**config.mk**
```make
export PLATFORM = sky130hd
export DESIGN_NAME = calc_entry
export DESIGN_NICKNAME = d
export VERILOG_FILES = /design/src/rtl/calc_entry.sv
export SDC_FILE = /design/constraint.sdc
export NUM_CORES = 1
export LEC_CHECK = 0
export CORE_MARGIN = 2
export CORE_UTILIZATION = 35
export CTS_CLUSTER_SIZE = 25
export DETAILED_ROUTE_END_ITERATION = 16
export PLACE_DENSITY_LB_ADDON = 0.3
export SKIP_CTS_REPAIR_TIMING = 1
export SYNTH_ARGS = -nofsm -noshare
export SYNTH_HDL_FRONTEND = slang
export SYNTH_SLANG_ARGS = --single-unit
```
**constraint.sdc**
```tcl
create_clock -name clk -period 6.6 [get_ports clk]
set_input_delay 0.66 -clock clk [delete_from_list [all_inputs] [get_ports clk]]
set_output_delay 0.66 -clock clk [all_outputs]
set_load 0.005 [all_outputs]
```
**src/rtl/calc_entry.sv**
```systemverilog
// rtl/calc_entry.sv - calculator key-entry FSM: digit accumulation, operator latch, add/sub with overflow
module calc_entry #(
  parameter int DIGITS = 4,
  parameter int RW     = 16
) (
  input  logic          clk,
  input  logic          rst,
  input  logic          btn_press,
  input  logic          is_num,
  input  logic          is_op,
  input  logic          is_eq,
  input  logic [3:0]    num_val,
  input  logic [1:0]    op_val,
  output logic [RW-1:0] disp_val,
  output logic          result_valid,
  output logic          ovf,
  output logic          key_ack,
  output logic [1:0]    state
);

  localparam int CW = $clog2(DIGITS + 1);
  localparam logic [CW-1:0] CNT_MAX = CW'(DIGITS);

  typedef enum logic [1:0] {
    ENT_A   = 2'd0,
    OP_WAIT = 2'd1,
    ENT_B   = 2'd2,
    RESULT  = 2'd3
  } state_e;

  state_e        state_q, state_d;
  logic [RW-1:0] a_q, a_d;
  logic [RW-1:0] b_q, b_d;
  logic          op_sub_q, op_sub_d;
  logic [CW-1:0] cnt_q, cnt_d;
  logic          press_q;
  logic [RW-1:0] disp_q, disp_d;
  logic          rv_q, rv_d;
  logic          ovf_q, ovf_d;
  logic          ack_q, ack_d;

  logic          accept;
  logic          op_valid;
  logic          num_valid;
  logic          cnt_full;
  logic [RW-1:0] num_ext;
  logic [RW-1:0] a_acc;
  logic [RW-1:0] b_acc;
  logic [RW-1:0] calc_res;
  logic          calc_ovf;

  // Key-event qualification and datapath helpers shared by all states
  always_comb begin
    accept    = btn_press & ~press_q;
    op_valid  = (op_val == 2'd1) || (op_val == 2'd2);
    num_valid = (num_val <= 4'd9);
    cnt_full  = (cnt_q == CNT_MAX);
    num_ext   = RW'(num_val);
    a_acc     = a_q * RW'(10) + num_ext;
    b_acc     = b_q * RW'(10) + num_ext;
    calc_res  = op_sub_q ? (a_q - b_q) : (a_q + b_q);
    if (op_sub_q) begin
      calc_ovf = (a_q[RW-1] != b_q[RW-1]) && (calc_res[RW-1] != a_q[RW-1]);
    end else begin
      calc_ovf = (a_q[RW-1] == b_q[RW-1]) && (calc_res[RW-1] != a_q[RW-1]);
    end
  end

  // Next-state and register updates for one accepted key; eq beats op beats digit
  always_comb begin
    state_d  = state_q;
    a_d      = a_q;
    b_d      = b_q;
    op_sub_d = op_sub_q;
    cnt_d    = cnt_q;
    ovf_d    = ovf_q;
    rv_d     = 1'b0;
    ack_d    = 1'b0;
    if (accept) begin
      ack_d = 1'b1;
      if (is_eq) begin
        if (state_q == ENT_B) begin
          a_d     = calc_res;
          ovf_d   = ovf_q | calc_ovf;
          rv_d    = 1'b1;
          state_d = RESULT;
        end
      end else if (is_op) begin
        if (op_valid) begin
          op_sub_d = (op_val == 2'd2);
          state_d  = OP_WAIT;
          if (state_q == ENT_B) begin
            a_d   = calc_res;
            ovf_d = ovf_q | calc_ovf;
            rv_d  = 1'b1;
            b_d   = '0;
          end
        end
      end else if (is_num) begin
        if (num_valid) begin
          unique case (state_q)
            ENT_A: begin
              if (!cnt_full) begin
                a_d   = a_acc;
                cnt_d = cnt_q + CW'(1);
              end
            end
            OP_WAIT: begin
              b_d     = num_ext;
              cnt_d   = CW'(1);
              state_d = ENT_B;
            end
            ENT_B: begin
              if (!cnt_full) begin
                b_d   = b_acc;
                cnt_d = cnt_q + CW'(1);
              end
            end
            RESULT: begin
              a_d     = num_ext;
              cnt_d   = CW'(1);
              ovf_d   = 1'b0;
              state_d = ENT_A;
            end
            default: state_d = ENT_A;
          endcase
        end
      end
    end
    disp_d = (state_d == ENT_B) ? b_d : a_d;
  end

  // State and datapath registers; press_q resets high so a held key is not taken at release
  always_ff @(posedge clk or negedge rst) begin
    if (!rst) begin
      state_q  <= ENT_A;
      a_q      <= '0;
      b_q      <= '0;
      op_sub_q <= 1'b0;
      cnt_q    <= '0;
      press_q  <= 1'b1;
      disp_q   <= '0;
      rv_q     <= 1'b0;
      ovf_q    <= 1'b0;
      ack_q    <= 1'b0;
    end else begin
      state_q  <= state_d;
      a_q      <= a_d;
      b_q      <= b_d;
      op_sub_q <= op_sub_d;
      cnt_q    <= cnt_d;
      press_q  <= btn_press;
      disp_q   <= disp_d;
      rv_q     <= rv_d;
      ovf_q    <= ovf_d;
      ack_q    <= ack_d;
    end
  end

  assign disp_val     = disp_q;
  assign result_valid = rv_q;
  assign ovf          = ovf_q;
  assign key_ack      = ack_q;
  assign state        = state_q;

endmodule
```
==> out/qor.txt, run 1 <==
peak supply drop - 0.202 mV
sequential cell area - 1450 µm²
Sw Share - 44.8%
vias in the first global route - 5,353
Final Critical Period - 4.09 ns
Pre-Repair DR Iteration Count - 4
measured slew at the worst slew-check pin - 1.10 ns
Final WS setup - 2.51 ns
largest area contributor in the netlist - dfrtp_1
synthesis warning total - 0
Post-Syn Area per Cell - 8.76 µm²
Post-Route WL - 16,600 µm
mean number of vias per cell - 5.66
gpl congestion - 0.925
Ports - 33
die area - 17,800 µm²
Max Transition Viols Final - 0
Routed WL per cell - 18.0 µm
Area growth syn-to-layout - 14.5%
Synth Register Bits - 58
Mapped Area - 5850 µm²
Fin Setup TNS - 0 ns
Tightest Hold Check Type - in2async
Worst Setup EP - disp_val[15]$_DFF_PN0_
async set-or-reset flop fraction in the synthesized netlist - 100%
final setup vio count - 0
Worst R2R Start - a_q[1]$_DFF_PN0_
Fin Hold WS - 0.486 ns
GRT Resource Usage Total - 19.3%
cts bufs inserted - 9
P_int - 1.61 mW
Worst Setup SP - a_q[1]$_DFF_PN0_
R2R depth - 12
H-tree Lvls - 3
library cells used by synthesis - 74
clock buffer depth - 2
status - finished, final reports clean
Post-DP HPWL - 12,900 µm
CTS sink cnt - 58
area occupied by multi-input gates - 4230 µm²
Comb power frac - 64.4%
filler instances - 1,645
CTS tree - yes
initial core utilization - 35.5%
first-pass GRT wire length - 27,600 µm
Top FF cell, synth - dfrtp_1
Post-Synthesis Cells - 667
RR Endpoint - disp_val[15]$_DFF_PN0_
EDFF count, synth - 0
f_max - 244 MHz
critical path class - reg2reg
count leader, synth - ha_1
initial antenna violation count - 0
largest net degree at the start of global routing - 59
synth cell count leaders - ha_1 (75), dfrtp_1 (57), nand2_1 (55)
Pwr Density - 435 nW/µm²
required time worst endpoint - 6.82 ns
Vert. Die Dim - 133 µm
clk_lat worst skew - 0.34 ns
final hold violation count - 0
Tot Pwr - 2.91 mW
Clock Skew - 0.00725 ns
post-route ant nets - 0
ant diodes - 0
leak pwr - 3.02 nW
number of max-cap violations - 0
routed vias - 5,221
share of cells above drive strength 1 - 7.83%
clock slew at reported path FFs - 0.06 ns
Clock power frac - 16.9%
DP Worst Slack - 2.54 ns
RSZ-0062 raised after global routing - false
CP Launch Type - register
root buf cell - clkbuf_16
row count - 47
drc violations - 0
grt total ovfl - 0
area share of the largest cell type after synthesis - 24.4%
share of power burned in registers - 18.7%
CP Max Fanout - 6
syn nets - 759
Core Box Area - 16,500 µm²
CP Data Arrival Time - 4.31 ns
net switching power - 1.30 mW
IO Port Bufs - 32
Seq/Total Area, Yosys - 24.9%
flop-to-flop setup slack - 2.51 ns
initial DRC count - 286
period utilisation layout - 62.0%
Rel. slew slack - 26.5%
# placed instances - 906
fin cells - 922
Area contributors post-synth - dfrtp_1 (24%), ha_1 (16%), xnor2_1 (6.6%), a21oi_1 (4.1%), nand2_1 (3.5%)
Die W - 133 µm
Final #Nets - 789
CP Capture Type - register
==> power by group through the flow <==
| stage | clock network, mW | logic, mW | registers, mW |
|---|---|---|---|
| finish | 0.492 | 1.88 | 0.543 |
| floorplan | 0 | 1.41 | 0.516 |
| global route | 0.514 | 2.08 | 0.557 |
| global placement | 0 | 1.81 | 0.546 |
| detailed placement | 0 | 1.84 | 0.551 |
| CTS | 0.497 | 1.86 | 0.544 |
==> how the worst min path moves through the flow <==
stage                              start                    to  slack (ns)  cells after the start
detailed placement  cnt_q[2]$_DFFE_PN0P_  cnt_q[2]$_DFFE_PN0P_        0.50                      1
global placement    cnt_q[1]$_DFFE_PN0P_  cnt_q[1]$_DFFE_PN0P_        0.49                      2
finish                               rst  op_sub_q$_DFFE_PN0P_        0.49                      2
CTS                 cnt_q[2]$_DFFE_PN0P_  cnt_q[2]$_DFFE_PN0P_        0.51                      1
floorplan                            rst      a_q[0]$_DFF_PN0_        0.36                      0
global route        cnt_q[2]$_DFFE_PN0P_  cnt_q[2]$_DFFE_PN0P_        0.52                      1
==> kinds of logic after synthesis <==
family,Yosys count,share of synthesized area (%)
adder cells (fa/ha/maj),80,17.8
flip-flops,58,24.9
multiplexers,20,3.87
AND/OR/NAND/NOR,210,17.8
AO/OA/AOI/OAI,193,23.0
XOR/XNOR,65,9.97
buffers and inverters,41,2.76
==> registers in the layout, summed over array words and instances (netlist names) <==
signal and count:
b_q 16, ovf 1, key_ack 1, press_q 1, op_sub_q 1, state 2, a_q 16, disp_val 16
result_valid 1, cnt_q 3
==> layout make-up <==
type	instances	share of cell area (%)
multi-input combinational	568	63.2
sequential	58	21.7
timing repair buffer	34	4.93
tap	220	4.11
clock buffer	12	3.83
inverter	26	1.46
clock inverter	4	0.748
==> critical path, stage by stage (launching register included) <==
cell and delay (ns):
dfrtp_1 0.48, ha_1 0.34, ha_1 0.26, fa_1 0.44, a211oi_1 0.34, o21ai_1 0.19
a2111oi_0 0.46, a31oi_1 0.13, a2111oi_2 0.38, xnor3_1 0.42, a21oi_1 0.15, a22oi_1 0.12
mux2_4 0.26
==> placed cells by master, fill, tap and decap left out, types with 6 or more instances in the layout <==
| cell | count |
|---|---|
| a22oi_1 | 11 |
| nand3_1 | 19 |
| nor2b_1 | 11 |
| o21ai_0 | 35 |
| o21ai_1 | 9 |
| nor2_1 | 50 |
| mux2_2 | 16 |
| a21oi_1 | 48 |
| a21o_1 | 13 |
| clkdlybuf4s50_1 | 31 |
| and3_1 | 7 |
| xor2_1 | 20 |
| or2_2 | 7 |
| nor3_1 | 17 |
| nand4_1 | 10 |
| dfrtp_1 | 57 |
| nand2_1 | 55 |
| ha_1 | 75 |
| a22o_1 | 6 |
| clkbuf_16 | 9 |
| xnor2_1 | 44 |
| o211ai_1 | 6 |
| o22ai_1 | 6 |
| nand2b_1 | 6 |
| inv_1 | 26 |
==> layer usage <==
layer | track usage [%] | part of all wire (%)
met1 | 25.2 | 45
met2 | 32.8 | 48
met3 | 2.59 | 4.4
met4 | 7.09 | 2.6
met5 | 0 | 0
==> through the flow <==
stage               instance area [µm²]  utilization [%]
floorplan                          5850                -
global placement                   6390             38.8
detailed placement                 6390             38.8
CTS                                6690             40.7
global route                       6690             40.7
finish                             6690             40.7
(Power assumes the default switching activity.)
==> run 2: changes to the inputs <==
Clock period 6.6 ns to 3.6 ns, I/O delays scaled along.
==> run 2 against run 1 <==
Compared with the run above:
- non-clock buffer count grew 86
- sequential power up 78%
- sequential share of layout area fell by 2.9 points
- combinational power grew 120%
- routed wire length grew 9.7%
==> out/qor.txt, run 2 (same netlist as run 1, synthesis figures left out) <==
initial core utilization - 35.5%
Die W - 133 µm
Pre-Repair DR Iteration Count - 5
clock buffer depth - 2
gpl congestion - 0.965
required time worst endpoint - 3.81 ns
Pwr Density - 789 nW/µm²
GRT Resource Usage Total - 20.3%
ant diodes - 0
Core Box Area - 16,500 µm²
final hold violation count - 0
CP Capture Type - register
initial antenna violation count - 0
CP Launch Type - register
Post-DP HPWL - 14,000 µm
vias in the first global route - 5,753
initial DRC count - 301
final setup vio count - 0
clock slew at reported path FFs - 0.05 ns
Final #Nets - 875
# placed instances - 976
sequential cell area - 1460 µm²
CP Data Arrival Time - 3.80 ns
die area - 17,800 µm²
H-tree Lvls - 3
Area growth syn-to-layout - 32.1%
most frequent cells in the layout - buf_4 (87), ha_1 (61), dfrtp_1 (55)
IO Port Bufs - 32
status - finished, final reports clean
Critical Path Max Stage Delay - 0.59 ns
CTS tree - yes
CP Max Fanout - 4
largest net degree at the start of global routing - 34
peak supply drop - 0.383 mV
area occupied by multi-input gates - 4600 µm²
number of max-cap violations - 0
Max Transition Viols Final - 0
Tot Pwr - 6.09 mW
crit-path cells - buf_4, ha_1, ha_4, or4_4, a21oi_4, nor2_2, o311ai_2, o21ai_1, or4b_4, mux2_4, o2111ai_4, mux2_4
Most Frequent Cell on Critical Path - mux2_4
measured slew at the worst slew-check pin - 1.02 ns
Post-Route WL - 18,200 µm
routed vias - 5,732
most common cell after layout, fill and taps aside - buf_4
Rel. slew slack - 30.5%
Routed WL per cell - 18.1 µm
Clock Skew - 0.00661 ns
Vert. Die Dim - 133 µm
period utilisation layout - 99.7%
filler instances - 1,572
CP max stage cell - or4b_4
share of cells above drive strength 1 - 24.5%
f_max - 279 MHz
first-pass GRT wire length - 28,800 µm
Ports - 33
Final Critical Period - 3.59 ns
fin cells - 1,008
root buf cell - clkbuf_16
grt total ovfl - 0
cts bufs inserted - 9
row count - 47
leak pwr - 3.48 nW
CTS sink cnt - 58
mean number of vias per cell - 5.69
drc violations - 0
final core area utilization - 46.9%
Fin Setup TNS - 0 ns
clk_lat worst skew - 0.33 ns
RSZ-0062 raised after global routing - true
Tightest Hold Check Type - in2async
post-route ant nets - 0
critical path class - reg2reg
==> run 2: changes by cell type in the layout (fill, tap and decap cells not counted), sizes merged <==
cell,before,now
buf,3,89
clkbuf,12,15
clkinvlp,2,0
clkinv,1,0
==> run 2: critical path, delay by kind of cell, from the launching register on <==
| family | cells | cell delay [ns] |
|---|---|---|
| buffers and inverters | 1 | 0.15 |
| AOI/OAI and AO/OA | 4 | 0.72 |
| muxes | 2 | 0.51 |
| adders and majority gates | 2 | 0.51 |
| DFF | 1 | 0.42 |
| and+or+nand+nor | 3 | 1.15 |
==> run 2: power breakdown <==
part	switching, mW	internal, mW	leakage [nW]
registers	0.149	0.816	0.774
logic	2.16	2.05	2.55
clock network	0.306	0.612	0.156
==> run 2: cell type report <==
type / count / share of cell area, %
multi-input cells: 568 / 59.5
flip-flops and latches: 58 / 18.8
repair buffers: 120 / 12.7
clock buffers: 15 / 3.73
well taps: 220 / 3.56
inverters: 26 / 1.26
clock inverters: 1 / 0.389
==> run 2: metrics by stage <==
stage	setup WS (ns)	instance area [µm²]	hold slack, ns
after floorplan	0.0154	5850	0.0644
after global placement	-0.0705	6920	0.489
after detailed placement	-0.104	6920	0.498
after CTS	-0.130	7240	0.138
after global routing	-0.0847	7720	0.190
final	0.0110	7720	0.114
==> run 2: layer usage <==
metal	vias up	wire (µm)	GRT usage, %
met2	201	8970	35.3
met3	40	869	2.17
met5	-	0	0
li1	2723	-	-
met4	0	475	7.98
met1	2768	7920	25.8
==> run 2: path summary, 6_finish.rpt <==
path / startpoint / to / slack (ns) / cells after the start
setup / recovery: b_q[4]$_DFF_PN0_ / disp_val[15]$_DFF_PN0_ / 0.01 / 12
hold / removal: rst / state[1]$_DFF_PN0_ / 0.11 / 1
setup reg to reg: b_q[4]$_DFF_PN0_ / disp_val[15]$_DFF_PN0_ / 0.01 / 12
hold reg to reg: cnt_q[2]$_DFFE_PN0P_ / cnt_q[2]$_DFFE_PN0P_ / 0.52 / 1
max in group asynchronous: rst / a_q[13]$_DFF_PN0_ / 2.62 / 2
min in group clk: btn_press / press_q$_DFF_PN1_ / 0.46 / 1
